--- config.mk ---
export PLATFORM = sky130hd
export DESIGN_NAME = voice_sample_address_generator
export DESIGN_NICKNAME = d
export VERILOG_FILES = /design/src/rtl/voice_sample_address_generator.sv
export SDC_FILE = /design/constraint.sdc
export NUM_CORES = 2
export LEC_CHECK = 0
export ABC_AREA = 1
export BUFFER_PORTS_ARGS = -buffer_cell sky130_fd_sc_hd__buf_2
export CELL_PAD_IN_SITES_DETAIL_PLACEMENT = 1
export CELL_PAD_IN_SITES_GLOBAL_PLACEMENT = 1
export CORE_ASPECT_RATIO = 1.5
export CORE_MARGIN = 1
export CORE_UTILIZATION = 49
export DETAILED_ROUTE_END_ITERATION = 12
export PLACE_DENSITY = 0.92
export SKIP_CTS_REPAIR_TIMING = 1
export SLEW_MARGIN = 20
export SYNTH_ARGS = -nofsm -noshare
export SYNTH_HDL_FRONTEND = slang
export SYNTH_SLANG_ARGS = --single-unit
--- constraint.sdc ---
create_clock -name clk_in -period 8.4 [get_ports clk_in]
set_input_delay 1.26 -clock clk_in [delete_from_list [all_inputs] [get_ports clk_in]]
set_output_delay 1.26 -clock clk_in [all_outputs]
set_load 0.01 [all_outputs]
--- src/rtl/voice_sample_address_generator.sv ---
// Polyphonic fractional-rate sample address generator: one playback pointer per voice,
// shared loop points and playback mode, all voices stepped together on sample_tick.
module voice_sample_address_generator #(
   parameter int NUM_VOICES = 8,
   parameter int ADDR_WIDTH = 13,
   parameter int FRAC_WIDTH = 8,
   parameter int INC_WIDTH  = 12
) (
   input  logic                             clk_in,
   input  logic                             rst_n_in,
   input  logic                             sample_tick,
   input  logic [NUM_VOICES-1:0]            gate_in,
   input  logic [NUM_VOICES*INC_WIDTH-1:0]  inc_in,
   input  logic [1:0]                       mode_in,
   input  logic [ADDR_WIDTH-1:0]            loop_start_in,
   input  logic [ADDR_WIDTH-1:0]            loop_end_in,
   output logic [NUM_VOICES*ADDR_WIDTH-1:0] sample_addr_out,
   output logic [NUM_VOICES*FRAC_WIDTH-1:0] frac_out,
   output logic [NUM_VOICES-1:0]            active_out,
   output logic [NUM_VOICES-1:0]            done_out,
   output logic [NUM_VOICES-1:0]            wrap_out
);

   localparam int PH_W = ADDR_WIDTH + FRAC_WIDTH;
   // Two guard bits: one for overshoot past the top address, one as sign for backward underflow.
   localparam int PS_W = PH_W + 2;

   typedef struct packed {
      logic [ADDR_WIDTH-1:0] addr;
      logic [FRAC_WIDTH-1:0] frac;
      logic                  dir;
      logic                  active;
      logic                  done;
      logic                  wrap;
   } voice_t;

   voice_t [NUM_VOICES-1:0] voice_q, voice_d;
   logic   [NUM_VOICES-1:0] gate_q, gate_d;

   function automatic voice_t advance(
      input voice_t                 cur,
      input logic [INC_WIDTH-1:0]   inc,
      input logic [1:0]             mode,
      input logic [ADDR_WIDTH-1:0]  ls,
      input logic [ADDR_WIDTH-1:0]  le
   );
      voice_t                 nxt;
      logic signed [PS_W-1:0] phase;
      logic signed [PS_W-1:0] inc_ext;
      logic signed [PS_W-1:0] start_ph;
      logic signed [PS_W-1:0] p;
      logic [ADDR_WIDTH:0]    p_int;
      logic [ADDR_WIDTH+1:0]  wrapped;
      logic                   degenerate;
      logic                   pingpong;
      logic                   looping;
      logic                   back;

      nxt        = cur;
      nxt.done   = 1'b0;
      nxt.wrap   = 1'b0;
      degenerate = (ls >= le);
      pingpong   = (mode == 2'd2) && !degenerate;
      looping    = (mode == 2'd1) && !degenerate;
      back       = pingpong && cur.dir;
      phase      = $signed({2'b00, cur.addr, cur.frac});
      inc_ext    = $signed({{(PS_W-INC_WIDTH){1'b0}}, inc});
      start_ph   = $signed({2'b00, ls, {FRAC_WIDTH{1'b0}}});
      p          = back ? (phase - inc_ext) : (phase + inc_ext);
      p_int      = p[PH_W:FRAC_WIDTH];
      wrapped    = {2'b00, ls} + ({1'b0, p_int} - {2'b00, le} - (ADDR_WIDTH+2)'(1));

      if (inc != '0) begin
         if (!pingpong) nxt.dir = 1'b0;
         nxt.addr = p_int[ADDR_WIDTH-1:0];
         nxt.frac = p[FRAC_WIDTH-1:0];
         if (back) begin
            if (p < start_ph) begin
               nxt.addr = ls;
               nxt.frac = '0;
               nxt.dir  = 1'b0;
               nxt.wrap = 1'b1;
            end
         end else if (pingpong) begin
            if (p_int > {1'b0, le}) begin
               nxt.addr = le;
               nxt.frac = '0;
               nxt.dir  = 1'b1;
               nxt.wrap = 1'b1;
            end
         end else if (looping) begin
            if (p_int > {1'b0, le}) begin
               // An increment longer than the loop cannot land inside it; restart at loop start.
               nxt.addr = (wrapped > {2'b00, le}) ? ls : wrapped[ADDR_WIDTH-1:0];
               nxt.wrap = 1'b1;
            end
         end else begin
            if (p_int >= {1'b0, le}) begin
               nxt.addr   = le;
               nxt.frac   = '0;
               nxt.active = 1'b0;
               nxt.done   = 1'b1;
            end
         end
      end
      return nxt;
   endfunction

   always_comb begin
      voice_d = voice_q;
      gate_d  = gate_in;
      for (int v = 0; v < NUM_VOICES; v++) begin
         voice_d[v].done = 1'b0;
         voice_d[v].wrap = 1'b0;
         if (!gate_in[v]) begin
            voice_d[v] = '0;
         end else if (!gate_q[v]) begin
            // Rising gate restarts the voice; a coincident tick is deliberately ignored.
            voice_d[v]        = '0;
            voice_d[v].active = 1'b1;
         end else if (sample_tick && voice_q[v].active) begin
            voice_d[v] = advance(voice_q[v], inc_in[v*INC_WIDTH +: INC_WIDTH],
                                 mode_in, loop_start_in, loop_end_in);
         end
      end
   end

   always_ff @(posedge clk_in or negedge rst_n_in) begin
      if (!rst_n_in) begin
         voice_q <= '0;
         gate_q  <= '0;
      end else begin
         voice_q <= voice_d;
         gate_q  <= gate_d;
      end
   end

   always_comb begin
      sample_addr_out = '0;
      frac_out        = '0;
      active_out      = '0;
      done_out        = '0;
      wrap_out        = '0;
      for (int v = 0; v < NUM_VOICES; v++) begin
         sample_addr_out[v*ADDR_WIDTH +: ADDR_WIDTH] = voice_q[v].addr;
         frac_out[v*FRAC_WIDTH +: FRAC_WIDTH]        = voice_q[v].frac;
         active_out[v]                               = voice_q[v].active;
         done_out[v]                                 = voice_q[v].done;
         wrap_out[v]                                 = voice_q[v].wrap;
      end
   end

endmodule

# ---- Word level (Yosys, flattened, before mapping)
# Index checks and enable logic that the tools add are counted.
dict set report word_totals {
  register_bits 208
  word_cells 415
  inputBits 135
  output_inout_bits 192
}
dict set report op_classes {
  n_reduce_logical 43
  mux 200
  n_eq_ne 50
  n_lt_le_gt_ge 33
  addsub 40
}
# operator n
set ops {}
lappend ops {{$mux 25} 32}
lappend ops {{$mux 22} 24}
lappend ops {{$mux 21} 16}
lappend ops {{$mux 13} 24}
lappend ops {{$lt 23x22->1} 8}
lappend ops {{$mux 23} 8}
lappend ops {{$add 21x12->22} 8}
lappend ops {{$sub 21x12->22} 8}
lappend ops {{$add 13x15->15} 8}
lappend ops {{$gt 15x13->1} 8}
lappend ops {{$sub 14x13->15} 8}
lappend ops {{$sub 15x1->15 const B} 8}
lappend ops {{$ge 14x13->1} 8}
lappend ops {{$gt 14x13->1} 8}
lappend ops {{$reduce_bool 12->1} 8}
lappend ops {{$ne 3x2->1 const B} 24}
lappend ops {{$ne 3x3->1 const B} 24}
lappend ops {{$mux 2} 32}
lappend ops {{$mux 8} 8}
lappend ops {{$mux 1} 56}
lappend ops {{$reduce_and 6->1} 8}
lappend ops {{$logic_and 1x1->1} 18}
lappend ops {{$reduce_and 2->1} 8}
lappend ops {{$ge 13x13->1} 1}
lappend ops {{3 further kinds} 3}

# ---- Depth between registers and ports, before layout
dict set report depth {
  depth_word 18
  mapped_depth 46
  mapped_depth_nobuf 46
}

# ---- Worst setup path after synthesis
# Ideal clock, no wire load.
dict set report synth_path {
  kind {input to register}
  startpoint {in loop_end_in[11]}
  endpoint {reg voice_q, in the netlist sample_addr_out[1]}
  cell_stages 39
  arrival_ps 7473
  path_slack_ps 809
  path_buffers 2
  t_required_ps 8282
  setup_time_ps 118
  path_cell_list {clkinv_1 ha_1 nand2_2 nor2_4 nand2_2 nor2_2 nand2_1 nand3_2 nor2_4 nand2_1 clkbuf_1 o21ai_0 xor2_1 fa_1 ha_1 a21oi_1 nand2_1 a21oi_1 (+3 left out) ha_1 nand2_1 nor2_1 a211oi_1 nand2_1 nand2_1 nand2_1 nand2_1 nand2_1 nor2_1 nand3_2 inv_2 buf_6 o211ai_1 nand3_1 nand2_1 nand3_1 nand2_1}
}
dict set report synth_between {
  elab_chain_len 18
  elab_cells_between_ends 25
  cone_classes {add/sub: 3; order compare: 5; mux: 13; reduce/logical: 4}
}
# item line
set synth_lines {}
lappend synth_lines {{start, declared} 16} ;# input logic [ADDR_WIDTH-1:0] loop_end_in,
lappend synth_lines {{$ge 13x13->1} 62} ;# degenerate = (ls >= le);
lappend synth_lines {{$logic_not 1->1} {63, 64}}
lappend synth_lines {{$logic_and 1x1->1} 63} ;# pingpong = (mode == 2'd2) && !degenerate;
lappend synth_lines {{$logic_and 1x1->1} 65} ;# back = pingpong && cur.dir;
lappend synth_lines {{$mux 23} 69} ;# p = back ? (phase - inc_ext) : (phase + inc_ext);
lappend synth_lines {{$sub 14x13->15} 71} ;# wrapped = {2'b00, ls} + ({1'b0, p_int} - {2'b00, le} - (ADDR_WIDTH+2)'(1));
lappend synth_lines {{$sub 15x1->15} 71}
lappend synth_lines {{$add 13x15->15} 71}
lappend synth_lines {{(+2 left out)} -}
lappend synth_lines {{$mux 13} 92} ;# if (p_int > {1'b0, le}) begin
lappend synth_lines {{$mux 13} 91} ;# end else if (looping) begin
lappend synth_lines {{$mux 21} 84} ;# end else if (pingpong) begin
lappend synth_lines {{$mux 22 *} 77} ;# if (back) begin
lappend synth_lines {{$mux 25 *} 73} ;# if (inc != '0) begin
lappend synth_lines {{$mux 25 *} 121} ;# end else if (sample_tick && voice_q[v].active) begin
lappend synth_lines {{$mux 25 *} 117} ;# end else if (!gate_q[v]) begin
lappend synth_lines {{$mux 25 *} 115} ;# if (!gate_in[v]) begin
lappend synth_lines {{end signal, assigned} 133} ;# voice_q <= voice_d;
lappend synth_lines {{end, declared} 37} ;# voice_t [NUM_VOICES-1:0] voice_q, voice_d;
# Every way passes the cells marked *; elsewhere a longest branch is shown, timed or not. The select of a mux whose other input is x is not followed.
# A chain may end at the register's enable or synchronous reset.

# ---- Final worst setup path
dict set report layout_path {
  startpoint {in loop_end_in[11]}
  endpoint {reg voice_q, in the netlist sample_addr_out[11]}
}
# Same word-level chain as after synthesis.

==> results by group <==
Power
  – Pint: 2.67 mW
  – Final Total Pwr: 5.16 mW
  – Switch Pwr: 2.49 mW
  – Comb power frac: 0.529
  – Pwr dens: 103 nW/µm²
  – Switching fraction of total power: 0.482
  – Sequential Power Share: 0.202
  – Leakage: 28.5 nW
  – Clk network pwr share: 0.270
  – Worst vdd ir: 0.150 mV

Yosys
  – Async set-or-reset flop fraction in the synthesized netlist: 1.00
  – Seq/Total Area, Yosys: 0.110
  – Leading area contributor after synthesis: nand2_1
  – Number of flops mapped to enable cells by yosys: 0
  – Synth Area in Compound Gates: 0.128
  – Post-synth cell types: 79
  – Syn nets: 8,481
  – Area contributors post-synth: nand2_1, ha_1, dfrtp_1, nand3_1, inv_1
  – Flip-flop and latch count after synthesis: 208
  – Post-synthesis cell count: 7,605
  – Main combinational cell family by area after synthesis: simple AND/OR/NAND/NOR gates
  – Most frequent cells after synthesis: nand2_1, inv_1, nand3_1, ha_1, nor2_1
  – Count leader, synth: nand2_1
  – Post-synthesis share of cell area spent on full adders, half adders and majority gates: 0.216
  – Synth Area in XOR/XNOR: 0.0524
  – Post-synthesis mux area share: 0.00148
  – Synth Area per Inst: 6.24 µm²
  – Syn. warnings: 0
  – Synth Cell Area: 47,500 µm²
  – Post-synth top area share: 0.173
  – Top_reg_cell synth: dfrtp_1
  – Simple-gate area share of the yosys netlist: 0.365

Critical path
  – Crit-path most repeated cell: nand2_1
  – Crit. End Element: flip-flop
  – Crit Path Class: in -> reg
  – Critical path's largest stage delay: 0.48 ns
  – Critical Path RT: 8.99 ns
  – Worst Path Arrival: 8.74 ns
  – CP max FO: 17
  – Worst Setup Start Kind: primary input
  – Worst path slowest cell: fa_1

Floorplan
  – IO Count: 327
  – Die Ht: 383 µm
  – Width of the die: 256 µm
  – # rows: 139
  – Initial core utilization: 0.495
  – DIE AREA: 98,100 µm²
  – Core area: 95,800 µm²

Route
  – Pre-antenna DRT Iters: 6
  – 1st-iter DRT viols: 4,134
  – Antenna-violating nets left: 0
  – # DRC: 0
  – Total number of vias: 55,900
  – Final WL: 212 mm
  – Drt wl/cell: 23.8 µm
  – Via-per-instance ratio: 6.25

GRT
  – Congestion Overflow GR: 0
  – GRT Resource Usage Total: 0.425
  – Antenna violations before repair: 15
  – Largest net degree at the start of global routing: 137
  – First-pass GRT wire length: 330 mm
  – Vias in the first global route: 59,289

Layout
  – Layout Nets: 8,514
  – Fillers: 13,465
  – Finished Cell Area: 49,900 µm²
  – Final core occ: 0.521
  – Layout cells sized above 1: 0.0889
  – Layout area overhead: 5.18%

Timing
  – Final setup TNS: 0 ns
  – RSZ-0062 raised after global routing: false
  – Final min period: 8.15 ns
  – # setup viols final: 0
  – Worst-Margin Slew: 1.21 ns
  – Slew HR: 0.196
  – Count of final max-slew check failures: 0
  – Fmax: 123 MHz
  – Hold slack: 0.456 ns
  – Period utilization: 0.970
  – Worst Clk Skew: 0.0180 ns
  – Final Hold Vio Count: 0

Place
  – Placed instance area: 48,900 µm²
  – Routability cong.: 1.06
  – Hpwl dp: 161 mm
  – I/O Buffers: 326

Clock network
  – Clock Sinks: 208
  – Clock Path Buffers: 3
  – CTS tree: built
  – # H-tree levels: 1
  – CTS buffer count: 29
  – CTS root buf: clkbuf_16
  – Clock transition at the registers of the reported paths: 0.06 ns
  – Clk_lat worst skew: 0.66 ns

Flow run
  – Max-Cap Viols: 0

Run status
  – Status: finished, final reports clean

Hold path
  – Hold WC Path Type: reg -> reg
==> per-stage QoR <==
stage	setup WS, ns	cells
after floorplan	0.809	7605
after global placement	0.279	8874
after detailed placement	0.0147	8874
after CTS	0.630	8927
after global routing	0.0158	8931
final	0.252	8939
==> state kept, by name, summed over array words and instances (netlist names) <==
name,cells
active_out,8
done_out,8
frac_out,64
gate_q,8
sample_addr_out,104
voice_q,8
wrap_out,8
==> kinds of logic after synthesis <==
kind of cell | after synthesis
buf+inv | 1352
fa+ha+maj | 741
simple gates | 3974
xor+xnor | 284
mux | 7
compound gates | 1039
flops | 208
==> final timing paths <==
path	start	end	slack, ns	cells past startpoint
hold reg to reg	gate_q[2]$_DFF_PN0_	active_out[2]$_DFFE_PN0P_	0.46	1
setup reg to reg	frac_out[24]$_DFFE_PN0P_	sample_addr_out[41]$_DFFE_PN0P_	0.93	39
min in group asynchronous	rst_n_in	frac_out[47]$_DFFE_PN0P_	0.57	1
setup / recovery	loop_end_in[11]	sample_addr_out[11]$_DFFE_PN0P_	0.25	45
hold / removal	gate_q[2]$_DFF_PN0_	active_out[2]$_DFFE_PN0P_	0.46	1
max in group asynchronous	rst_n_in	sample_addr_out[84]$_DFFE_PN0P_	6.33	2
==> area by class of cell <==
| type | instances | area, µm² | area share |
|---|---|---|---|
| Multi-Input combinational cell | 6045 | 36200 | 0.726 |
| Clock buffer | 42 | 845 | 0.0169 |
| Inverter | 928 | 3480 | 0.0698 |
| Antenna cell | 10 | 25.0 | 0.000501 |
| Clock inverter | 11 | 140 | 0.00281 |
| Sequential cell | 208 | 5200 | 0.104 |
| Tap cell | 1269 | 1590 | 0.0318 |
| Timing Repair Buffer | 426 | 2420 | 0.0484 |
==> power by group through the flow <==
stage / Combinational (mW) / Clock, mW / Sequential [mW]
2_1_floorplan: 1.75 / 0 / 1.05
3_3_place_gp: 2.42 / 0 / 1.06
3_5_place_dp: 2.60 / 0 / 1.06
4_1_cts: 2.62 / 1.40 / 1.04
5_1_grt: 2.95 / 1.43 / 1.04
6_report: 2.73 / 1.39 / 1.04
==> worst max-delay path: cells and delay by family <==
kind | cells | cell delay [ns]
xor+xnor | 2 | 0.71
compound gates | 6 | 0.98
simple gates | 27 | 3.37
fa+ha+maj | 4 | 1.42
buf+inv | 6 | 0.99
==> cells in the final DEF (no fill, tap or decap), types with 10 or more instances in the layout <==
master / netlist / routed
nand2_4: 11 / 11
o31ai_1: 14 / 14
a31o_2: 10 / 10
inv_2: 19 / 29
o21a_1: 10 / 10
a31oi_1: 18 / 18
a21o_1: 32 / 32
nor2_4: 11 / 12
ha_1: 613 / 612
buf_4: 206 / 98
diode_2: 0 / 10
nand3_2: 14 / 15
clkbuf_16: 0 / 29
a21oi_1: 410 / 410
inv_1: 891 / 891
or2_2: 19 / 19
nand4_1: 147 / 147
o211ai_1: 53 / 53
a21boi_0: 20 / 20
buf_2: 87 / 325
nand2_1: 2183 / 2183
nor2_1: 523 / 518
xor2_1: 251 / 250
o22ai_1: 14 / 14
xnor2_1: 33 / 33
fa_1: 128 / 128
nor3_1: 100 / 100
dfrtp_1: 208 / 208
o21bai_1: 35 / 35
nand3b_1: 23 / 23
a211oi_1: 25 / 25
nor2_2: 13 / 17
nand2_2: 49 / 49
o21ai_1: 21 / 21
nand3_1: 756 / 755
o21ai_0: 320 / 320
and3_1: 13 / 13
nor4_1: 69 / 69
==> layer usage <==
metal / track usage / wire length, µm
met3: 0.118 / 19800
met1: 0.451 / 75300
met2: 0.684 / 94700
met5: 0 / 70
met4: 0.388 / 22600
(Power assumes the default switching activity.)
